File: src/rtl/pipe_stage_latch.sv
`default_nettype none
// ============================================================================
// Module      : pipe_stage_latch
// Description : Parametrised inter-stage pipeline register. Carries an
//               instruction word plus NUM_CH data channels, a valid bit,
//               a bubble marker and a saturating stall-age counter.
//               Per-edge priority: reset > flush > enable > hold.
//               Optional statistics counters are compiled in when the
//               macro PIPE_STAGE_STATS_EN is defined.
// Revision    : 1.0 - initial release
// ============================================================================
module pipe_stage_latch #(
    parameter int          DATA_W = 32,
    parameter int          NUM_CH = 2,
    parameter logic [31:0] NOP_IR = 32'h00000000,
    parameter int          AGE_W  = 4
) (
    input  wire logic                     clock,
    input  wire logic                     reset,
    input  wire logic                     in_enable,
    input  wire logic                     in_flush,
    input  wire logic                     in_valid,
    input  wire logic [31:0]              in_ir,
    input  wire logic [NUM_CH*DATA_W-1:0] in_data,
    output logic      [31:0]              out_ir,
    output logic      [NUM_CH*DATA_W-1:0] out_data,
    output logic                          out_valid,
    output logic      [AGE_W-1:0]         out_age,
    output logic                          out_bubble
`ifdef PIPE_STAGE_STATS_EN
    ,
    output logic      [31:0]              out_stall_cnt,
    output logic      [31:0]              out_flush_cnt,
    output logic      [31:0]              out_squash_cnt
`endif
);

    localparam logic [AGE_W-1:0] c_AGE_MAX = {AGE_W{1'b1}};
    localparam logic [31:0]      c_CNT_MAX = 32'hFFFFFFFF;

    logic [31:0]              r_ir;
    logic [NUM_CH*DATA_W-1:0] r_data;
    logic                     r_valid;
    logic                     r_bubble;
    logic [AGE_W-1:0]         r_age;

    // A hold cycle is any non-reset, non-flush edge with enable low.
    logic w_hold;
    assign w_hold = ~in_flush & ~in_enable;

    // Entry register: reset and flush both load a NOP bubble, capture takes
    // the upstream entry, otherwise everything holds and only the age moves.
    always_ff @(posedge clock) begin
        if (reset) begin
            r_ir     <= NOP_IR;
            r_data   <= '0;
            r_valid  <= 1'b0;
            r_bubble <= 1'b1;
            r_age    <= '0;
        end else if (in_flush) begin
            r_ir     <= NOP_IR;
            r_data   <= '0;
            r_valid  <= 1'b0;
            r_bubble <= 1'b1;
            r_age    <= '0;
        end else if (in_enable) begin
            r_ir     <= in_ir;
            r_data   <= in_data;
            r_valid  <= in_valid;
            r_bubble <= 1'b0;
            r_age    <= '0;
        end else if (r_valid && (r_age != c_AGE_MAX)) begin
            // Only a real instruction ages; bubbles and invalid entries stay at 0.
            r_age    <= r_age + AGE_W'(1);
        end
    end

    assign out_ir     = r_ir;
    assign out_data   = r_data;
    assign out_valid  = r_valid;
    assign out_bubble = r_bubble;
    assign out_age    = r_age;

`ifdef PIPE_STAGE_STATS_EN
    logic [31:0] r_stall_cnt;
    logic [31:0] r_flush_cnt;
    logic [31:0] r_squash_cnt;

    // Saturating event counters observed from this stage boundary.
    always_ff @(posedge clock) begin
        if (reset) begin
            r_stall_cnt  <= '0;
            r_flush_cnt  <= '0;
            r_squash_cnt <= '0;
        end else begin
            if (w_hold && r_valid && (r_stall_cnt != c_CNT_MAX)) begin
                r_stall_cnt <= r_stall_cnt + 32'd1;
            end
            if (in_flush && (r_flush_cnt != c_CNT_MAX)) begin
                r_flush_cnt <= r_flush_cnt + 32'd1;
            end
            // A squash is a flush that throws away a real instruction.
            if (in_flush && r_valid && (r_squash_cnt != c_CNT_MAX)) begin
                r_squash_cnt <= r_squash_cnt + 32'd1;
            end
        end
    end

    assign out_stall_cnt  = r_stall_cnt;
    assign out_flush_cnt  = r_flush_cnt;
    assign out_squash_cnt = r_squash_cnt;
`else
    // Hold qualifier only feeds the statistics block.
    logic w_unused;
    assign w_unused = w_hold ^ c_CNT_MAX[0];
`endif

endmodule
`default_nettype wire

File: config.mk
export PLATFORM = sky130hd
export DESIGN_NAME = pipe_stage_latch
export DESIGN_NICKNAME = d
export VERILOG_FILES = /design/src/rtl/pipe_stage_latch.sv
export SDC_FILE = /design/constraint.sdc
export NUM_CORES = 1
export LEC_CHECK = 0
export ABC_AREA = 0
export BUFFER_PORTS_ARGS = -buffer_cell sky130_fd_sc_hd__buf_2
export CORE_ASPECT_RATIO = 1.5
export CORE_MARGIN = 3
export CORE_UTILIZATION = 40
export DETAILED_ROUTE_END_ITERATION = 6
export PLACE_DENSITY = 0.76
export SKIP_LAST_GASP = 1
export SYNTH_ARGS = -nofsm -noshare
export SYNTH_HDL_FRONTEND = slang
export SYNTH_SLANG_ARGS = --single-unit
File: constraint.sdc
create_clock -name clock -period 1 [get_ports clock]
set_input_delay 0.05 -clock clock [delete_from_list [all_inputs] [get_ports clock]]
set_output_delay 0.05 -clock clock [all_outputs]
set_load 0.005 [all_outputs]
# == Word level (Yosys, flattened, before mapping) ==
# Cells that the tools add are included.
# op_classes
addsub,1
eq_ne,1
n_reduce_logical,3
# ops
operator,n
"adder 4 x 1 -> 4 bit, second input constant",1
"inequality test 4 bit, second input constant",1
OR reduction 3 bit,1
OR reduction 2 bit,1
logical AND 1 bit,1
# totals
reg_bits,102
input_bits,101
wordCells,10

# == Depth between registers and ports, before layout ==
# Gate-level depths: netlist of the first run.
# logic_depth
depth_word,2
depth_mapped,4
depth_no_buf,4

# == Worst setup path before layout of the first run ==
# Ideal clock, no wire load.
# synth_timing
kind,reg2reg
startpoint,"register r_age[0], in the netlist out_age[0]"
endpoint,"register r_age[3], in the netlist out_age[3]"
t_arrival_ns,1.027
required_time_ns,0.872
path_slack_ns,-0.155
stages_incl_launch_ff,5
path_cell_list,dfxtp_1 -> ha_1 -> and3_1 -> o211ai_1 -> o41ai_2
# synth_via
elab_chain_len,2
word_cells_on_any_way,3
# synth_rtl
item,line,source
start: declaration,45,logic [AGE_W-1:0] r_age;
start signal: assignment,74,r_age <= r_age + AGE_W'(1);
"parallel branches: the longest is 2 deep, another holds adder 4 x 1 -> 4 bit",-,
# Parallel ways; which one is timed is not known.
# A chain may end at the register's enable or synchronous reset.

# == Worst setup path in the final report of the first run ==
# layout_timing
startpoint,"register r_age[1], in the netlist out_age[1]"
endpoint,"register r_age[3], in the netlist out_age[3]"
# The elaborated chain is that of the path after synthesis.

==> results.txt, run 1 <==
The average cell area after synthesis was 10.8 µm²; the synthesis warning total was 0. After floorplanning, the core was sized to cover 8880 µm². The run finished, with violations left.

Worst setup margin: -0.124 ns. The critical path is of the register to register type. When the netlist entered floorplanning its net count stood at 440. The run gives 3700 as the number of global-route vias before repair.

The critical path goes through ha_4 -> and3_4 -> o211ai_1 -> o41ai_2. The share of the Yosys chip area taken by registers is 55.9%. The run gives -0.123 ns as the minimum setup slack after placement. Setup repair after global routing could not meet its margin everywhere. The wire-length estimate of the detail-placed layout is 7000 µm. Counting the buffers created by CTS gives 9. The run gives 0 as the remaining routing DRC violations. The weighted congestion at the end of routability-driven global placement is 0.688. Measured along the x axis, the die boundary spans 84.0 µm.

After detailed routing, the number of vias per cell comes to 4.70. Clock tree synthesis selected as its root buffer the cell clkbuf_16. The total I/O pin count was 203.

Of the available clock period, the critical path in the final layout requires 112%. The tools report the number of hold violations in the final report as 0. On the critical path, the stage with the largest delay is an instance of dfxtp_2. The final worst clock skew was 0.00309 ns. The tool flagged a number of max-cap violations equal to 0. The area of the die was 10300 µm². The layout cell share with drive strength beyond 1 is 38.0%.

The maximum fanout encountered on the critical timing path was 3; the pin count of the biggest net entering global routing was 52. The run gives 0 as the final-report max-slew violation count. In this run the cell area of the synthesized design comes to 3650 µm². CTS built an H-tree with a depth of 3. The tools report the number of antenna violations at the first check in global routing as 0. The first TritonRoute pass finished after 5 iterations. The tree built by TritonCTS fans out to 102 sinks.

Synthesis produced a netlist whose cell count is 338. The mean routed wirelength per cell is 14.7 µm, and the final setup violation count is 3. At the worst endpoint, the arrival time is 1.33 ns. For this design the static power due to leakage is 3.23 nW.

The total overflow left after global routing is 0. The synthesized design contains 102 register bits. The run gives 21.2% as the global-route total usage across every layer.

The type of the tightest min-delay check is input pin to register. The y dimension of the die is 123 µm. The first global-routing pass estimated 17500 µm of wire. The worst-case register-to-register setup slack was -0.12 ns.

The max-slew headroom at the worst pin came out at 81.9%. The critical path's largest stage delay was 0.34 ns. Count of input and output buffers: 202. The tools report the maximum vdd drop as 1270 µV.

For the pin with the worst max-slew slack, the measured transition is 0.271 ns. Once detail routing completed, the nets flagged for antenna violations numbered 0. For this run, the post-layout net count is 750. The final worst hold slack was 0.0791 ns.

The area growth from synthesis to layout is 71.1%. The longest clock path from root to sink contains 2 buffers. For the finished layout, the period the worst path requires is 1.12 ns.

The maximum achievable frequency was 0.890 GHz. For this block, the initial DRC count from the detailed router was 141. The final reports fail on setup timing. Clock-pin slew was measured on the worst setup and hold paths at 0.06 ns.

At the worst endpoint, the required time is 1.21 ns. The initial utilization of the core area, before any placement, comes to 41.1%. The run gives 626 as the total of fill cells in the finished design. The endpoint kind of the worst setup timing path was a register. The count of different cell masters after synthesis came out at 24. The final route contains 3584 vias.

The repair_antennas step left the layout with diodes totalling 0. In this run the power density over the cells is 1500 nW/µm². The routed design has 11200 µm of wire.

For the worst-skew pair, the clock arrives at the later sink with an insertion delay of 0.33 ns. STA classifies the critical path startpoint as a register. The run gives 42 as the number of standard-cell rows in the floorplan. TritonCTS built the clock tree.
-- timing repair --
action                                 in CTS  in global routing
buffers inserted                            1                  0
endpoints found under the hold margin      97                  0
gates resized for setup                     3                  2
pin swaps                                   3                  3
gates cloned                                0                  0
setup endpoints to repair                   7                  8
hold buffers                               97                  0
-- cells in the mapped netlist --
cell type | n | area (µm²)
o41ai_2 | 1 | 16.3
buf_2 | 3 | 15.0
ha_1 | 1 | 12.5
mux2i_1 | 97 | 971
and4b_1 | 1 | 10.0
nor4_2 | 1 | 12.5
and3_1 | 1 | 6.26
nor2_1 | 97 | 364
nor3_1 | 1 | 5.00
nand4b_1 | 1 | 8.76
or2_1 | 1 | 6.26
dfxtp_1 | 102 | 2040
buf_6 | 2 | 22.5
o211ai_1 | 2 | 15.0
o21ai_0 | 1 | 5.00
a21boi_0 | 1 | 7.51
clkbuf_1 | 9 | 33.8
nand2_1 | 1 | 3.75
buf_4 | 8 | 60.1
a21o_1 | 1 | 7.51
inv_1 | 2 | 7.51
nand4_1 | 1 | 6.26
nand3_1 | 2 | 10.0
a21oi_1 | 1 | 5.00
-- critical path, delay by kind of cell (launching register included) --
family	cells	cell delay [ns]
compound gates	2	0.33
fa+ha+maj	1	0.16
flops	1	0.34
simple gates	1	0.18
-- final cells by class --
class	instances	area, µm²	area share, %
flip-flops and latches	102	2050	32.7
clock inverters	2	60.1	0.961
repair buffers	321	2210	35.4
inverters	2	7.51	0.120
well taps	110	138	2.20
clock buffers	14	294	4.70
multi-input cells	212	1490	23.9
-- state kept, by name (all words and copies together) (netlist names) --
register and cells:
out_data 64, out_valid 1, out_ir 32, out_bubble 1, out_age 4
-- final timing paths --
path         startpoint           end  cells past startpoint
max          out_age[1]    out_age[3]                      4
min           in_enable  out_data[63]                      3
max reg2reg  out_age[1]    out_age[3]                      4
min reg2reg  out_bubble    out_bubble                      1
-- cell families after synthesis --
| group | share of synthesized area, % |
|---|---|
| DFF | 55.9 |
| muxes | 26.6 |
| buffers and inverters | 3.80 |
| adders and majority gates | 0.342 |
| and+or+nand+nor | 11.8 |
| AOI/OAI and AO/OA | 1.54 |
-- per-stage QoR --
stage	setup TNS, ns	instance area [µm²]	utilization [%]	std cells	power, W
4_1_cts	-0.178	6250	70.4	763	0.00948
3_3_place_gp	-0.0422	4900	55.2	649	0.00520
2_1_floorplan	-0.0466	3670	-	338	0.00479
6_report	-0.141	6250	70.4	763	0.00940
3_5_place_dp	-0.143	4900	55.2	649	0.00523
5_1_grt	-0.396	6250	70.4	763	0.00977
-- cell usage in the layout (no fill, tap or decap), types with 2 or more instances in the layout --
| master | n |
|---|---|
| clkbuf_16 | 9 |
| inv_1 | 2 |
| nand3_1 | 2 |
| buf_4 | 19 |
| clkbuf_8 | 5 |
| o211ai_1 | 2 |
| dfxtp_2 | 3 |
| dfxtp_1 | 99 |
| buf_6 | 2 |
| mux2i_1 | 97 |
| buf_12 | 4 |
| buf_2 | 199 |
| dlygate4sd3_1 | 97 |
| bufinv_16 | 2 |
| nor2_1 | 97 |
-- per-layer routing --
layer  share of wire, %  vias to the layer above  GRT usage [%]  wire length (µm)
met2                 56                      142           39.9              6310
li1                   -                     1746              -                 -
met1                 36                     1669           22.1              4000
met5                  0                        -              0                 0
met3                5.2                       27           3.80               583
met4                3.1                        0           11.1               354
-- power breakdown --
group	leakage, nW	internal [W]	total, W	switching, W
clock	0.175	0.00253	0.00393	0.00140
combinational	2.22	0.000731	0.00121	0.000476
sequential	0.833	0.00419	0.00426	0.0000681
total	3.23	0.00746	0.00940	0.00194
Note: power is estimated with default switching activity, not from simulation.
==> inputs of run 2 (changes only) <==
- CORE_ASPECT_RATIO: 1.5 -> unset
- TNS_END_PERCENT: unset -> 10
==> run 2 against run 1 <==
  * Clock power shrank 41%
  * Utilization shrank 2.5 points
  * Global-route usage shrank 1.1 points
  * Highest routed layer unchanged
  * Largest cell class unchanged
  * The run still ends with setup timing left
==> results.txt, run 2 (synthesis gave the netlist of run 1 again) <==
The flow ran to the end, but the final reports show violations. Violated checks: setup timing (unchanged). The clock-pin slew on the worst setup and hold paths is 0.09 ns (was 0.06 ns), and the flip-flop count of the largest register after layout is 64 (unchanged). The pin slew with the least headroom to its limit is 0.325 ns (was 0.271 ns), and the final-report max-slew violation count is 0 (unchanged). Cell chosen for the clock root: clkbuf_8 (was clkbuf_16). The logs give 0.118 ns (was 0.0791 ns) for the final worst hold slack and 16600 µm (was 17500 µm) for the global-route wire length before repair. The total of fill cells in the finished design came out at 638 (was 626). The tools report the buffer levels on the longest clock path as 2 (unchanged). The run gives 53 (was 52) as the pin count of the biggest net entering global routing. The y dimension of the die was 102 µm (was 123 µm); the clock sink count was 102 (unchanged). The run gives 0 (was 3) as the number of gates resized after CTS. The number of inserted diodes was 0 (unchanged). The final wirelength is 10600 µm (was 11200 µm), and the maximum fanout encountered on the critical timing path is 4 (was 3).

Vias after detailed routing: 3445 (was 3584). The kind of critical path was register to register (unchanged). The number of global-route vias before repair is 3599 (was 3700), and the number of buffers inserted to repair setup after CTS is 0 (was 1).

The share of the clock period used by the worst path after layout works out to 109% (was 112%). The logs give -0.0903 ns (was -0.124 ns) for the worst setup margin and 36.4% (was 39.9%) for the global routing met2 resource utilization. The total clock buffers created by CTS came out at 9 (unchanged). TritonCTS built the clock tree. The logs give 0 (unchanged) for the number of antenna violations at the first check in global routing and 22.0% (was 22.1%) for the global routing usage on met1. Highest-utilization routing layer at the global route stage: met2 (unchanged).

The global routing met3 resource utilization was 5.30% (was 3.80%); the power per unit of standard cell area was 1290 nW/µm² (was 1500 nW/µm²). The run gives 203 (unchanged) as the total I/O pin count. The ratio of routed vias to standard cells was 4.59 (was 4.70). Reg-to-reg critical path startpoint: out_age[1] (unchanged). Master of the slowest instance on the critical path: dfxtp_2 (unchanged). The total leakage power came out at 3.08 nW (was 3.23 nW).

The launch point of the worst path is out_age[1] (unchanged). The tools report the data required time at the worst endpoint as 1.23 ns (was 1.21 ns). Post-detailed-placement cell area: 4830 µm² (was 4900 µm²). The commonest non-fill, non-tap cell in the layout was buf_2 (unchanged). The die span in x is 102 µm (was 84.0 µm). Type of the tightest min-delay check: input pin to register (unchanged).

Half-perimeter wire length after placement: 6480 µm (was 7000 µm). The logs give 0 (unchanged) for the number of hold violations in the final report and 1.32 ns (was 1.33 ns) for the arrival time at the worst endpoint. Leading cell types in the layout, fill and taps excluded: buf_2 (201), dfxtp_1 (100), dlygate4sd3_1 (98) (was buf_2 (199), dfxtp_1 (99), mux2i_1 (97), nor2_1 (97), dlygate4sd3_1 (97)). Weighted congestion at the end of routability-driven global placement: 0.732 (was 0.688). The H-tree level count was 3 (unchanged); the minimum clock period after layout was 1.09 ns (was 1.12 ns).

The number of standard-cell rows in the floorplan came out at 34 (was 42). The critical path's largest stage delay works out to 0.35 ns (was 0.34 ns). The count of input and output buffers is 202 (unchanged), and the count of antenna-violating nets left after detailed routing is 0 (unchanged).

The tools report the number of nets in the layout as 740 (was 750). The area of the die is 10300 µm² (about the same). Element type at the critical path start: a register (unchanged). The tools report the starting density of the core as 41.5% (was 41.1%). Crit path cell chain: ha_4 -> and3_4 -> o211ai_1 -> o41ai_2 (unchanged).

The logs give 0 (unchanged) for the remaining routing DRC violations and 20.1% (was 21.2%) for the global-route total usage across every layer. Setup repair after global routing could not meet its margin everywhere. The clock latency at the later pin of the worst-skew pair came out at 0.35 ns (was 0.33 ns). Remaining global-route overflow: 0 (unchanged). The floorplan core area is 8810 µm² (was 8880 µm²). The tools report the startpoint of the most critical hold path as reset (was in_enable). The mean routed wirelength per cell is 14.1 µm (was 14.7 µm), and the post-route standard cell area excluding fillers is 5980 µm² (was 6250 µm²). The run gives 4 (was 5) as the number of search-and-repair iterations in the first detailed-routing pass.

The tools report the max-slew headroom at the worst pin as 78.3% (was 81.9%). The starting DRC count in detailed routing is 41 (was 141), and the signed area change from the synthesized netlist to the final layout is 63.7% (was 71.1%). The tools report the maximum achievable frequency as 0.917 GHz (was 0.890 GHz). The tools report the final setup violation count as 5 (was 3).

The number of max-cap violations was 0 (unchanged); the layout cell share with drive strength beyond 1 was 36.4% (was 38.0%). The logs give 0.0118 ns (was 0.00309 ns) for the final worst clock skew and 1010 µV (was 1270 µV) for the maximum vdd drop. The endpoint kind of the worst setup timing path is a register (unchanged).
==> run 2: per-layer routing <==
layer / vias up / routed length, µm
li1: 1723 / -
met5: - / 0
met2: 150 / 5360
met3: 23 / 782
met1: 1549 / 4160
met4: 0 / 259
==> run 2: metrics by stage <==
stage	std cells	setup slack (ns)	setup TNS, ns	power [W]	util (%)
floorplan	338	-0.0466	-0.0466	0.00479	-
global placement	637	-0.0468	-0.0566	0.00517	54.8
detailed placement	637	-0.0769	-0.188	0.00520	54.8
CTS	750	-0.0920	-0.337	0.00783	67.9
global route	750	-0.166	-0.738	0.00813	67.9
finish	750	-0.0903	-0.253	0.00773	67.9
==> run 2: worst paths after layout <==
kind / to / slack (ns) / depth (start not counted)
max reg2reg: out_age[3] / -0.09 / 4
min: out_age[1] / 0.12 / 4
max: out_age[3] / -0.09 / 4
min reg2reg: out_bubble / 0.47 / 1
==> run 2: final cells by class <==
class	count	area, µm²	share of cell area, %
Timing Repair Buffer	311	2130	35.6
Sequential cell	102	2040	34.2
Multi-Input combinational cell	212	1490	25.0
Clock buffer	11	141	2.36
Tap cell	108	135	2.26
Clock inverter	4	32.5	0.544
Inverter	2	7.51	0.126
==> run 2: report_power, final <==
group / internal (W) / switching (W) / leakage (nW) / total (W)
Combinational: 0.000708 / 0.000462 / 2.17 / 0.00117
Clock: 0.000975 / 0.00133 / 0.0820 / 0.00231
Sequential: 0.00419 / 0.0000669 / 0.832 / 0.00426
==> run 2: what timing repair did <==
action / CTS / global route
endpoints found under the setup margin: 6 / 9
hold buffers: 98 / 0
hold endpoints to repair: 98 / 0
==> run 2: critical path, delay by kind of cell (launching register included) <==
kind	cells	cell delay, ns
fa+ha+maj	1	0.17
flops	1	0.35
compound gates	2	0.28
simple gates	1	0.18
==> inputs of run 3 (changes only) <==
- ABC_AREA: 0 -> 1
==> run 3 against run 2 <==
  * The run now ends clean
  * Utilization fell by 0.35 points
  * Non-clock buffer count is the same
  * Clock-buffer cell count unchanged
  * Sequential power hardly changed
  * Register-to-register slack improved by 0.11 ns
  * Sequential share of layout area is 0.13 points lower
  * Clock power grew 2%
  * Critical endpoint is now out_valid
  * Highest routed layer unchanged
==> results.txt, run 3 <==
The global-route total usage across every layer came out at 21.9% (was 20.1%). The largest area contributor in the synthesized netlist was dfxtp_1 (unchanged). The logs give 0 (unchanged) for the number of antenna violations at the first check in global routing and 0 ns (was -0.253 ns) for the final total negative setup slack.

The layout cell share with drive strength beyond 1 was 36.3% (was 36.4%). The flow ran to the end, and the final reports show no timing, DRC or antenna violations. For the number of buffers inserted to repair setup after CTS, the log shows 0 (unchanged). The cell chosen for the clock root was clkbuf_8 (unchanged). The tools report the total of fill cells in the finished design as 677 (was 638). The final-report max-slew violation count was 0 (unchanged). The tools report the data required time at the worst endpoint as 0.95 ns (was 1.23 ns). Crit path cell chain: buf_2 (was ha_4 -> and3_4 -> o211ai_1 -> o41ai_2). The number of standard-cell rows in the floorplan was 34 (unchanged); the average cell area after synthesis was 8.22 µm² (was 10.8 µm²). The kind of critical path is register to output pin (was register to register).

The maximum fanout encountered on the critical timing path came out at 4 (unchanged). Cell family with the largest share of critical-path delay: flip-flops (unchanged). The logs give 4073 (was 3599) for the number of global-route vias before repair and 865 µV (was 1010 µV) for the maximum vdd drop. The combined area of the multi-input logic cells is 1470 µm² (was 1490 µm²), and the final core utilization is 67.6% (was 67.9%). The clock-pin slew on the worst setup and hold paths is 0.10 ns (was 0.09 ns). The logs give 7320 µm (was 6480 µm) for the half-perimeter wire length after placement and 2.77 nW (was 3.08 nW) for the total leakage power. The floorplan core area was 8890 µm² (was 8810 µm²); the H-tree level count was 3 (unchanged).

The tools report the number of nets in the layout as 846 (was 740). The clock sink count is 102 (unchanged). Setup repair after global routing could not meet its margin everywhere. Top cells by count, synth: nand2_1 (206), dfxtp_1 (102), a21oi_1 (72), a21oi_2 (29), buf_2 (17) (was dfxtp_1 (102), mux2i_1 (97), nor2_1 (97), clkbuf_1 (9), buf_4 (8)). The number of cells on the worst reg-to-reg path is 6 (was 4), and the async set-reset flop share out of synthesis is 0% (unchanged). The flip-flop cell with the highest count after synthesis was dfxtp_1 (unchanged).

The starting DRC count in detailed routing is 115 (was 41). TritonCTS built the clock tree. Final wirelength: 12200 µm (was 10600 µm). The buffer levels on the longest clock path was 2 (unchanged); the worst-case register-to-register setup slack was 0.02 ns (was -0.09 ns). The starting density of the core was 41.9% (was 41.5%). The type of the tightest min-delay check was input pin to register (unchanged). The commonest non-fill, non-tap cell in the layout is nand2_1 (was buf_2). The post-route total power is 0.00775 W (was 0.00773 W), and the signed area change from the synthesized netlist to the final layout is 61.3% (was 63.7%). The final setup violation count was 0 (was 5); the maximum achievable frequency was 1.01 GHz (was 0.917 GHz). The register area was 2050 µm² (was 2040 µm²); the die span in x was 103 µm (was 102 µm).

The master of the slowest instance on the critical path is dfxtp_1 (was dfxtp_2). The cell count along the critical path was 1 (was 4); the synthesized instance count was 453 (was 338). The count of input and output buffers was 202 (unchanged); the area share of the leading cell type in the synthesized netlist was 54.8% (was 55.9%). The remaining routing DRC violations came out at 0 (unchanged). The global-route wire length before repair was 18500 µm (was 16600 µm); the post-detailed-placement cell area was 4820 µm² (was 4830 µm²). For the number of nets produced by synthesis, the log shows 555 (was 440). Count of antenna-violating nets left after detailed routing: 0 (unchanged). The pin count of the biggest net entering global routing is 57 (was 53). Leading post-synthesis cells by cell area: dfxtp_1 (55%), nand2_1 (21%), a21oi_1 (9.7%), a21oi_2 (6.8%), buf_6 (2.7%) (was dfxtp_1 (56%), mux2i_1 (27%), nor2_1 (10%), buf_4 (1.6%), clkbuf_1 (0.92%)). Vias after detailed routing: 4135 (was 3445). The y dimension of the die is 103 µm (was 102 µm). The most frequently used cell type in the post-synthesis netlist is nand2_1 (was dfxtp_1).

Leading cell types in the layout, fill and taps excluded: nand2_1 (204), buf_2 (202), dfxtp_1 (99) (was buf_2 (201), dfxtp_1 (100), dlygate4sd3_1 (98)). The clock latency at the later pin of the worst-skew pair was 0.35 ns (about the same); the post-route standard cell area excluding fillers was 6010 µm² (was 5980 µm²). The combined area of all synthesized cells was 3720 µm² (was 3650 µm²); the count of different cell masters after synthesis was 17 (was 24).

The tools report the endpoint kind of the worst setup timing path as an output pin (was a register). Ratio of routed vias to standard cells: 4.82 (was 4.59). The max-slew headroom at the worst pin came out at 83.6% (was 78.3%). The remaining global-route overflow came out at 0 (unchanged). Arrival time at the worst endpoint: 0.94 ns (was 1.32 ns). The element type at the critical path start was a register (unchanged).

The mean routed wirelength per cell was 14.2 µm (was 14.1 µm); the number of inserted diodes was 0 (unchanged). The sum of buffers and inverters on the critical path works out to 1 (was 0). The synthesis-stage register bit count was 102 (unchanged).

The number of flops mapped to enable cells by yosys is 0 (unchanged). Post-synthesis sequential area ratio: 54.8% (was 55.9%). Share of the clock period used by the worst path after layout: 98.7% (was 109%). The total clock buffers created by CTS is 9 (unchanged), and the critical path's largest stage delay is 0.44 ns (was 0.35 ns). The logs give 203 (unchanged) for the total I/O pin count and 4 (unchanged) for the number of search-and-repair iterations in the first detailed-routing pass.

The synthesis warning total is 0 (unchanged), and the pin slew with the least headroom to its limit is 0.246 ns (was 0.325 ns). The power per unit of standard cell area was 1290 nW/µm² (about the same). Weighted congestion at the end of routability-driven global placement: 0.827 (was 0.732). The number of max-cap violations is 0 (unchanged). Worst hold path cell count: 4 (unchanged). The run gives 10500 µm² (was 10300 µm²) as the area of the die. The flip-flop count of the largest register after layout is 64 (unchanged), and the minimum clock period after layout is 0.987 ns (was 1.09 ns).

The final worst clock skew was 0.0108 ns (was 0.0118 ns); the number of hold violations in the final report was 0 (unchanged).
## run 3: cells by family after synthesis
family          synth area share [%]
simple gates                    21.8
flops                           54.8
compound gates                  16.5
buf+inv                         6.58
fa+ha+maj                      0.336
## run 3: repair_timing
item,4_1_cts,5_1_grt
hold endpoints to repair,97,0
pin swaps,0,2
resized for setup,1,9
setup endpoints to repair,5,8
hold buffers,97,0
## run 3: routing by layer
layer	track usage, %	up-vias	wire [µm]
met5	0	-	0
met4	9.18	0	350
met3	6.43	32	1050
met2	38.9	182	5980
met1	24.5	1897	4790
li1	-	2024	-
## run 3: path summary, 6_finish.rpt
path / to / start
max: out_valid / out_valid
max reg2reg: out_age[0] / out_age[1]
min: out_data[37] / in_flush
min reg2reg: out_data[29] / out_data[29]
## run 3: per-stage QoR
step / setup WS, ns / instances / hold slack [ns]
floorplan: 0.00300 / 453 / 0.159
global placement: 0.0340 / 744 / 0.304
detailed placement: -0.0213 / 744 / 0.306
CTS: -0.0142 / 857 / 0.0131
global route: -0.0432 / 857 / 0.0435
finish: 0.0127 / 857 / 0.0458
## run 3: area by class of cell
type / count / area share [%]
Multi-Input combinational cell: 315 / 24.5
Inverter: 5 / 0.375
Clock buffer: 11 / 2.35
Tap cell: 108 / 2.25
Timing Repair Buffer: 311 / 35.9
Sequential cell: 102 / 34.1
Clock inverter: 5 / 0.583
## run 3: where the power goes
part	switching (W)	internal (W)
clock	0.00138	0.000977
sequential	0.0000651	0.00418
combinational	0.000522	0.000627
total	0.00196	0.00579
